File: config.mk
export PLATFORM = sky130hd
export DESIGN_NAME = ahb2sram
export DESIGN_NICKNAME = d
export VERILOG_FILES = /design/src/rtl/ahb2sram.sv
export SDC_FILE = /design/constraint.sdc
export NUM_CORES = 1
export LEC_CHECK = 0
export BUFFER_PORTS_ARGS = -buffer_cell sky130_fd_sc_hd__buf_2
export CORE_MARGIN = 3
export CORE_UTILIZATION = 43
export CTS_CLUSTER_DIAMETER = 80
export CTS_CLUSTER_SIZE = 10
export DETAILED_ROUTE_END_ITERATION = 12
export MAX_ROUTING_LAYER = met4
export PLACE_DENSITY = 0.77
export REMOVE_ABC_BUFFERS = 1
export SETUP_SLACK_MARGIN = 0.1
export SYNTH_ARGS = -nofsm -noshare
export SYNTH_HDL_FRONTEND = slang
export SYNTH_SLANG_ARGS = --single-unit
File: constraint.sdc
create_clock -name clk -period 2.5 [get_ports clk]
set_clock_uncertainty 0.05 [all_clocks]
set_input_delay 0.5 -clock clk [delete_from_list [all_inputs] [get_ports clk]]
set_output_delay 0.5 -clock clk [all_outputs]
set_load 0.005 [all_outputs]
File: src/rtl/ahb2sram.sv
`default_nettype none
// ============================================================================
// Module   : ahb2sram
// Brief    : AHB-Lite slave bridging to a single-port synchronous SRAM.
//            Reads are zero-wait (SRAM read launched in the address phase).
//            Writes go through a one-entry write buffer that drains on any
//            cycle without a competing read. Reads see buffered bytes
//            through forwarding.
// Revision : 1.0 - initial release
// ============================================================================
module ahb2sram #(
  parameter int BW_HADDR = 32,
  parameter int BW_HDATA = 32,
  parameter int MEM_AW   = 12
) (
  input  logic                clk,
  input  logic                rst_n,
  input  logic                ahb_hsel,
  input  logic                ahb_hready,
  input  logic [1:0]          ahb_htrans,
  input  logic                ahb_hwrite,
  input  logic [BW_HADDR-1:0] ahb_haddr,
  input  logic [2:0]          ahb_hsize,
  input  logic [2:0]          ahb_hburst,
  input  logic [3:0]          ahb_hprot,
  input  logic                ahb_hmastlock,
  input  logic [BW_HDATA-1:0] ahb_hwdata,
  output logic                ahb_hreadyout,
  output logic                ahb_hresp,
  output logic [BW_HDATA-1:0] ahb_hrdata,
  output logic                sram_cs,
  output logic                sram_we,
  output logic [3:0]          sram_be,
  output logic [MEM_AW-1:0]   sram_addr,
  output logic [BW_HDATA-1:0] sram_wdata,
  input  logic [BW_HDATA-1:0] sram_rdata
);

  typedef enum logic [2:0] {
    S_IDLE = 3'd0,
    S_RD   = 3'd1,
    S_WR   = 3'd2,
    S_ERR1 = 3'd3,
    S_ERR2 = 3'd4
  } state_t;

  state_t state, state_nxt;

  // Write buffer and registered address-phase information
  logic                buf_valid;
  logic [MEM_AW-1:0]   buf_addr;
  logic [3:0]          buf_be;
  logic [BW_HDATA-1:0] buf_data;
  logic [MEM_AW-1:0]   wr_addr;
  logic [3:0]          wr_be;
  logic [MEM_AW-1:0]   rd_addr;

  logic                ready;
  logic                accept;
  logic                size_bad;
  logic                align_bad;
  logic                range_bad;
  logic                illegal;
  logic                legal_rd;
  logic                legal_wr;
  logic                capture;
  logic                drain;
  logic [BW_HADDR-1:0] addr_hi;
  logic [MEM_AW-1:0]   word_addr;
  logic [3:0]          be_calc;
  logic [BW_HDATA-1:0] rd_merged;

  // Burst, protection and lock carry no meaning for a plain SRAM.
  logic unused_ok;
  assign unused_ok = ^{ahb_hburst, ahb_hprot, ahb_hmastlock, ahb_htrans[0]};

  // Wait states come only from registered state: ERR1, or a write data
  // phase that finds the buffer still occupied.
  assign ready = ~((state == S_ERR1) | ((state == S_WR) & buf_valid));
  assign ahb_hreadyout = ready;
  assign ahb_hresp     = (state == S_ERR1) | (state == S_ERR2);

  // Our own ready is folded in so a stalled cycle can never launch a
  // read that would block the pending drain.
  assign accept    = ahb_hsel & ahb_hready & ahb_htrans[1] & ready;
  assign addr_hi   = ahb_haddr >> (MEM_AW + 2);
  assign size_bad  = (ahb_hsize > 3'd2);
  assign align_bad = ((ahb_hsize == 3'd1) & ahb_haddr[0]) |
                     ((ahb_hsize == 3'd2) & (ahb_haddr[1:0] != 2'b00));
  assign range_bad = |addr_hi;
  assign illegal   = size_bad | align_bad | range_bad;
  assign legal_rd  = accept & ~illegal & ~ahb_hwrite;
  assign legal_wr  = accept & ~illegal & ahb_hwrite;
  assign word_addr = ahb_haddr[MEM_AW+1:2];

  assign capture = (state == S_WR) & ~buf_valid;
  assign drain   = buf_valid & ~legal_rd;

  // Byte lanes touched by the current address phase
  always_comb begin
    be_calc = 4'b0000;
    case (ahb_hsize)
      3'd0:    be_calc = 4'b0001 << ahb_haddr[1:0];
      3'd1:    be_calc = ahb_haddr[1] ? 4'b1100 : 4'b0011;
      3'd2:    be_calc = 4'b1111;
      default: be_calc = 4'b0000;
    endcase
  end

  // Data-phase state register
  always_ff @(posedge clk or negedge rst_n) begin
    if (!rst_n) begin
      state <= S_IDLE;
    end else begin
      state <= state_nxt;
    end
  end

  // Next state: a completed data phase picks up whatever was accepted
  always_comb begin
    state_nxt = state;
    if (ready) begin
      if (accept) begin
        if (illegal) begin
          state_nxt = S_ERR1;
        end else if (ahb_hwrite) begin
          state_nxt = S_WR;
        end else begin
          state_nxt = S_RD;
        end
      end else begin
        state_nxt = S_IDLE;
      end
    end else if (state == S_ERR1) begin
      state_nxt = S_ERR2;
    end
  end

  // Address-phase capture of write target and read word address
  always_ff @(posedge clk or negedge rst_n) begin
    if (!rst_n) begin
      wr_addr <= '0;
      wr_be   <= '0;
      rd_addr <= '0;
    end else begin
      if (legal_wr) begin
        wr_addr <= word_addr;
        wr_be   <= be_calc;
      end
      if (legal_rd) begin
        rd_addr <= word_addr;
      end
    end
  end

  // Write buffer: a capture wins over a drain in the same cycle
  always_ff @(posedge clk or negedge rst_n) begin
    if (!rst_n) begin
      buf_valid <= 1'b0;
      buf_addr  <= '0;
      buf_be    <= '0;
      buf_data  <= '0;
    end else if (capture) begin
      buf_valid <= 1'b1;
      buf_addr  <= wr_addr;
      buf_be    <= wr_be;
      buf_data  <= ahb_hwdata;
    end else if (drain) begin
      buf_valid <= 1'b0;
    end
  end

  // SRAM port: reads have priority, otherwise drain the buffer
  always_comb begin
    sram_cs    = 1'b0;
    sram_we    = 1'b0;
    sram_be    = 4'b0000;
    sram_addr  = '0;
    sram_wdata = '0;
    if (legal_rd) begin
      sram_cs   = 1'b1;
      sram_addr = word_addr;
    end else if (buf_valid) begin
      sram_cs    = 1'b1;
      sram_we    = 1'b1;
      sram_be    = buf_be;
      sram_addr  = buf_addr;
      sram_wdata = buf_data;
    end
  end

  // Read data with forwarding of bytes still sitting in the buffer
  always_comb begin
    rd_merged = sram_rdata;
    for (int i = 0; i < 4; i++) begin
      if (buf_valid && (buf_addr == rd_addr) && buf_be[i]) begin
        rd_merged[8*i +: 8] = buf_data[8*i +: 8];
      end
    end
  end

  assign ahb_hrdata = (state == S_RD) ? rd_merged : '0;

endmodule
`default_nettype wire

==> impl_metrics.yaml, run 1 <==
placed_design:
  numPortBuffers: 188
  placed_area_sq_mm: 0.00573
  gp_congestion: 0.780
  preCtsSetupSlack_ns: -0.183
  hpwl_microns: 7990
die:
  die_height_microns: 107
  fp.dieW_microns: 107
  pin_count: 198
  start_util_pct: 44.5
  die_area_sq_mm: 0.0115
  core_area_sq_mm: 0.00986
  rows: 36
synth:
  async_flop_share_pct: 100
  syn-mean-instance-area_sq_um: 11.3
  ys.flop_type: "dfrtp_1"
  seq_area_frac_synth_pct: 45.6
  yosysMostFrequentCell: "dfrtp_1"
  netlist_area_sq_mm: 0.00439
  synth_top_area_share_pct: 45.6
  ys_ff_latch: 80
  synth_top_area_cell: "dfrtp_1"
  yosys-top-cells-area: "dfrtp_1 46%, mux2_2 18%, mux2i_1 7.3%"
  synthTopCellsByCount: "80 x dfrtp_1, 69 x mux2_2, 65 x nand2_1"
  synth_edf_count: 0
  ys_types: 34
  netlist_instances: 388
  yosys_warnings: 0
grt:
  grt_pass1_vias: 3700
  track_usage_pct: 19.6
  grt_pass1_wl_microns: 17700
  top_usage_layer: "met2"
  met3_usage_pct: 4.58
  use_met1_pct: 23.8
  grt.overflow.total: 0
  grt_max_degree: 65
  antenna_found_initial: 0
  grt_use_met2_pct: 34.0
sta:
  final_max_slew_viol_count: 0
  worst_pin_slew_ns: 0.767
  clock.fmax_mhz: 375
  whs_ns: 0.172
  finalSetupViolCount: 81
  hold_viol_final: 0
  setup_slack_ns: -0.164
  relSlewSlack_pct: 48.9
  timing.final.crit_period_ns: 2.66
  rsz0062_at_grt: "true"
  fin_crit_sh_pct: 107
drt:
  avgRoutedWirePerCell_microns: 15.8
  dr.first_iter.drc_count: 149
  drtAntennaViolNets: 0
  drt_wl_total_microns: 11900
  via_count: 3751
  via_per_inst: 4.99
  drtPass1Iterations: 4
  drc: 0
job:
  maxCapViolations: 0
outcome:
  violations: "negative setup slack"
  outcome: "finished with violations"
cts:
  cts_tree: "built"
  cts_htree_levels: 3
  clk_latency_ns: 0.34
  cts_buffers: 9
  cts_max_path_buffers: 2
  cts_sinks: 80
  root_buffer: "clkbuf_8"
  clkTransAtPathRegs_ns: 0.10
setup_path:
  crit_fanout: 17
  max_stage_delay_ns: 0.58
  crit_path_end_kind: "primary output"
  path_cells: "nor2_2 -> o2111ai_4 -> o41a_4 -> buf_12 -> a22o_1 -> buf_2"
  reg2reg_depth: 9
  path_buf_inv: 2
  reg2reg_to: "rd_addr[2]"
  critPathKind: "reg -> out"
  crit_arrival_ns: 2.11
  cp-start-kind: "register"
  r2r_slack_ns: 0.31
  crit_family: "compound AO/OA/AOI/OAI gates"
  regToRegStartpoint: "buf_valid"
  worst_ep_required_time_ns: 1.95
  slowest_stage: "o41a_4"
power_and_ir_drop:
  ir_worst_vdd_mv: 0.360
  leakage_nw: 3.18
  p_per_area_mw_per_mm2: 470
finish:
  antenna_cells: 0
  drive_above_1_share_pct: 60.4
  synthToLayoutAreaGrowth_pct: 48.9
  stdcell_area_sq_mm: 0.00654
  num-nets-final: 728
hold_path:
  min_path_type: "in -> async"
## routing by layer
| layer | vias to the layer above | wire length, microns |
|---|---|---|
| li1 | 1807 | - |
| met1 | 1817 | 5040 |
| met2 | 115 | 6200 |
| met3 | 12 | 500 |
| met4 | 0 | 114 |
| met5 | - | 0 |
## registers in the layout (all words and copies together), names as in the netlist
| signal | flops |
|---|---|
| state | 3 |
| rd_addr | 12 |
| buf_data | 32 |
| buf_be | 4 |
| wr_addr | 12 |
| buf_addr | 12 |
| wr_be | 4 |
| buf_valid | 1 |
## area by class of cell
type | instances | area, sq um
inverters | 3 | 11.3
clock buffers | 9 | 124
well taps | 133 | 166
multi-input cells | 284 | 2440
repair buffers | 236 | 1710
clock inverters | 7 | 86.3
flip-flops and latches | 80 | 2000
fillers | 749 | 3330
## worst max-delay path by stage
stage / from / to / slack [ns] / depth (start not counted)
CTS: rd_addr[3] / ahb_hrdata[6] / -0.13 / 7
global placement: ahb_haddr[14] / sram_addr[8] / -0.20 / 7
detailed placement: ahb_haddr[14] / sram_be[2] / -0.18 / 7
global route: buf_valid / sram_addr[10] / -0.26 / 6
finish: buf_valid / sram_addr[5] / -0.16 / 6
floorplan: state[0] / ahb_hrdata[0] / -2.26 / 3
## repair_timing
action                                  CTS  global route
hold buffers                              0             0
endpoints found under the setup margin   82            82
pin swaps                                10            22
cloned                                    0             4
resized for setup                        13            69
setup buffers                             9             8
## cell usage in the layout (no fill, tap or decap), types with 4 or more instances in the layout
cell      count
a22o_1       12
nor4_4        8
nand2_1      65
clkbuf_8      9
and2_4       31
mux2_2       69
buf_6        39
buf_12       10
a21oi_1       4
nor2_1        6
and2_1        6
dfrtp_1      80
xnor2_1      10
nand3_1       5
buf_4        29
o21ai_0       5
buf_2       155
mux2i_1      31
mux2_1        7
## metrics by stage
stage | std cells | setup TNS [ns] | power (mW) | util [%]
6_report | 752 | -8.31 | 3.07 | 66.3
5_1_grt | 752 | -16.43 | 3.23 | 66.3
4_1_cts | 740 | -6.26 | 3.02 | 61.7
3_5_place_dp | 715 | -7.63 | 2.01 | 58.1
3_3_place_gp | 715 | -8.22 | 1.98 | 58.1
2_1_floorplan | 367 | -186.54 | 1.76 | -
## report_power, final
group / leakage (nW) / internal (mW) / switching (mW) / total (mW)
combinational: 2.04 / 0.315 / 0.212 / 0.526
clock: 0.104 / 0.485 / 0.522 / 1.01
sequential: 1.04 / 1.43 / 0.106 / 1.54
## cells by family after synthesis
kind of cell | synth area share [%]
flops | 45.6
simple gates | 17.7
mux | 26.8
buf+inv | 2.85
compound gates | 4.67
xor+xnor | 2.39
Power figures use the tool's default switching activity.
==> run 2: changes to the inputs <==
--- a/config.mk
+++ b/config.mk
@@ -6,14 +6,12 @@
 export NUM_CORES = 1
 export LEC_CHECK = 0
 export BUFFER_PORTS_ARGS = -buffer_cell sky130_fd_sc_hd__buf_2
-export CORE_MARGIN = 3
+export CORE_MARGIN = 2
 export CORE_UTILIZATION = 43
 export CTS_CLUSTER_DIAMETER = 80
-export CTS_CLUSTER_SIZE = 10
 export DETAILED_ROUTE_END_ITERATION = 12
 export MAX_ROUTING_LAYER = met4
 export PLACE_DENSITY = 0.77
-export REMOVE_ABC_BUFFERS = 1
 export SETUP_SLACK_MARGIN = 0.1
 export SYNTH_ARGS = -nofsm -noshare
 export SYNTH_HDL_FRONTEND = slang
==> impl_metrics.yaml, run 2 (synthesized netlist as in run 1, its figures left out) <==
finish:
  ff_latch_area_sq_mm: 0.00200
  num-nets-final: 734
  antenna_cells: 0
  layout.cells.non_filler: 758
  layout_common_cells: "151 x buf_2, 78 x dfrtp_1, 69 x mux2_2"
  largest_register_ffs: 32
  drive_above_1_share_pct: 61.0
  multi_input_area_sq_mm: 0.00249
  nFillCells: 738
  largest-register: "buf_data"
  stdcell_area_sq_mm: 0.00666
  final_common_cell: "buf_2"
  synthToLayoutAreaGrowth_pct: 51.6
power_and_ir_drop:
  leakage_nw: 3.22
  total_power_mw: 2.99
  p_per_area_mw_per_mm2: 449
  ir_worst_vdd_mv: 0.322
placed_design:
  numPortBuffers: 188
  hpwl_microns: 8490
  placed_area_sq_mm: 0.00580
  gp_congestion: 0.823
  dp.cells: 719
die:
  die_height_microns: 105
  pin_count: 198
  start_util_pct: 44.5
  fp.dieW_microns: 105
  core_area_sq_mm: 0.00986
  rows: 36
  die_area_sq_mm: 0.0110
job:
  maxCapViolations: 0
grt:
  grt_pass1_wl_microns: 18600
  grt_max_degree: 65
  grt.overflow.total: 0
  antenna_found_initial: 0
  track_usage_pct: 21.5
  grt_pass1_vias: 3851
drt:
  via_count: 3876
  drc: 0
  drtAntennaViolNets: 0
  via_per_inst: 5.11
  dr.first_iter.drc_count: 298
  drt_wl_total_microns: 12700
  drtPass1Iterations: 4
  avgRoutedWirePerCell_microns: 16.8
cts:
  cts_sinks: 80
  cts_buffers: 9
  cts_max_path_buffers: 2
  cts_htree_levels: 3
  cts_tree: "built"
  root_buffer: "clkbuf_8"
  clk_latency_ns: 0.35
  clkTransAtPathRegs_ns: 0.10
sta:
  rsz0062_at_grt: "true"
  fin_crit_sh_pct: 110
  whs_ns: 0.0306
  final_max_slew_viol_count: 0
  hold_viol_final: 0
  fin_setup_tns_ns: -11.88
  worst_pin_slew_ns: 0.444
  setup_slack_ns: -0.241
  finalSetupViolCount: 82
  timing.final.crit_period_ns: 2.74
  clock.fmax_mhz: 365
  relSlewSlack_pct: 70.4
outcome:
  outcome: "finished with violations"
  violations: "negative setup slack"
setup_path:
  worst_ep_required_time_ns: 1.95
  cp-start-kind: "register"
  crit_fanout: 8
  worstSetupStartpoint: "buf_addr[11]"
  critPathKind: "reg -> out"
  cp-endpoint: "ahb_hrdata[25]"
  r2r_slack_ns: 0.32
  crit_arrival_ns: 2.19
  reg2reg_to: "rd_addr[7]"
  crit_path_end_kind: "primary output"
  regToRegStartpoint: "state[0]"
  reg2reg_depth: 9
hold_path:
  min_path_type: "in -> async"
synth:
  synth_fp_nets: 502
==> run 2: changes by cell type in the layout (fill, tap and decap cells not counted), sizes merged <==
cell and delta:
buf +4, bufinv -1, clkbuf +3, clkinv +1, clkinvlp +1, inv -2
==> run 2: worst max-delay path: stages, from the launching register on <==
cell	delay [ns]
dfrtp_1	0.42
xnor2_1	0.20
nand3_1	0.16
buf_6	0.18
nor4_4	0.32
buf_12	0.18
mux2i_4	0.23
buf_2	0.14
==> run 2: how the worst min path moves through the flow <==
stage,start,to,slack [ns],cells past startpoint
global placement,rst_n,buf_data[18],0.42,1
detailed placement,rst_n,buf_data[15],0.43,1
global route,rst_n,buf_data[14],0.06,1
CTS,rst_n,buf_data[15],0.04,1
floorplan,rst_n,buf_addr[0],0.15,0
finish,rst_n,buf_data[14],0.03,1
==> run 2: cell type report <==
cell class              instances  share of cell area (%)
flip-flops and latches         80                    30.1
clock inverters                 6                   0.752
inverters                       3                   0.169
clock buffers                  10                    2.07
well taps                     133                    2.50
repair buffers                242                    27.0
multi-input cells             284                    37.4
==> run 2: power by group <==
group / switching, mW / total, mW / leakage (nW) / internal [mW]
clock: 0.499 / 0.898 / 0.0895 / 0.398
combinational: 0.222 / 0.546 / 2.09 / 0.325
sequential: 0.113 / 1.55 / 1.04 / 1.43
total: 0.834 / 2.99 / 3.22 / 2.16
==> run 2: repair_timing <==
action | CTS | global route
gates cloned | 0 | 6
pin swaps | 13 | 24
gates resized for setup | 28 | 53
endpoints found under the setup margin | 82 | 82
setup buffers | 6 | 11
hold buffers | 0 | 0
==> run 2: per-stage QoR <==
stage	util, %	setup WS, ns
after floorplan	-	0.0788
after global placement	58.8	-0.153
after detailed placement	58.8	-0.169
after CTS	62.6	-0.169
after global routing	67.5	-0.348
final	67.5	-0.241
==> run 2: routing by layer <==
metal	global-route usage, %	vias up	routed length [microns]
li1	-	1813	-
met4	5.81	0	263
met1	24.9	1897	5060
met3	3.18	24	542
met5	-	-	0
met2	39.0	142	6860
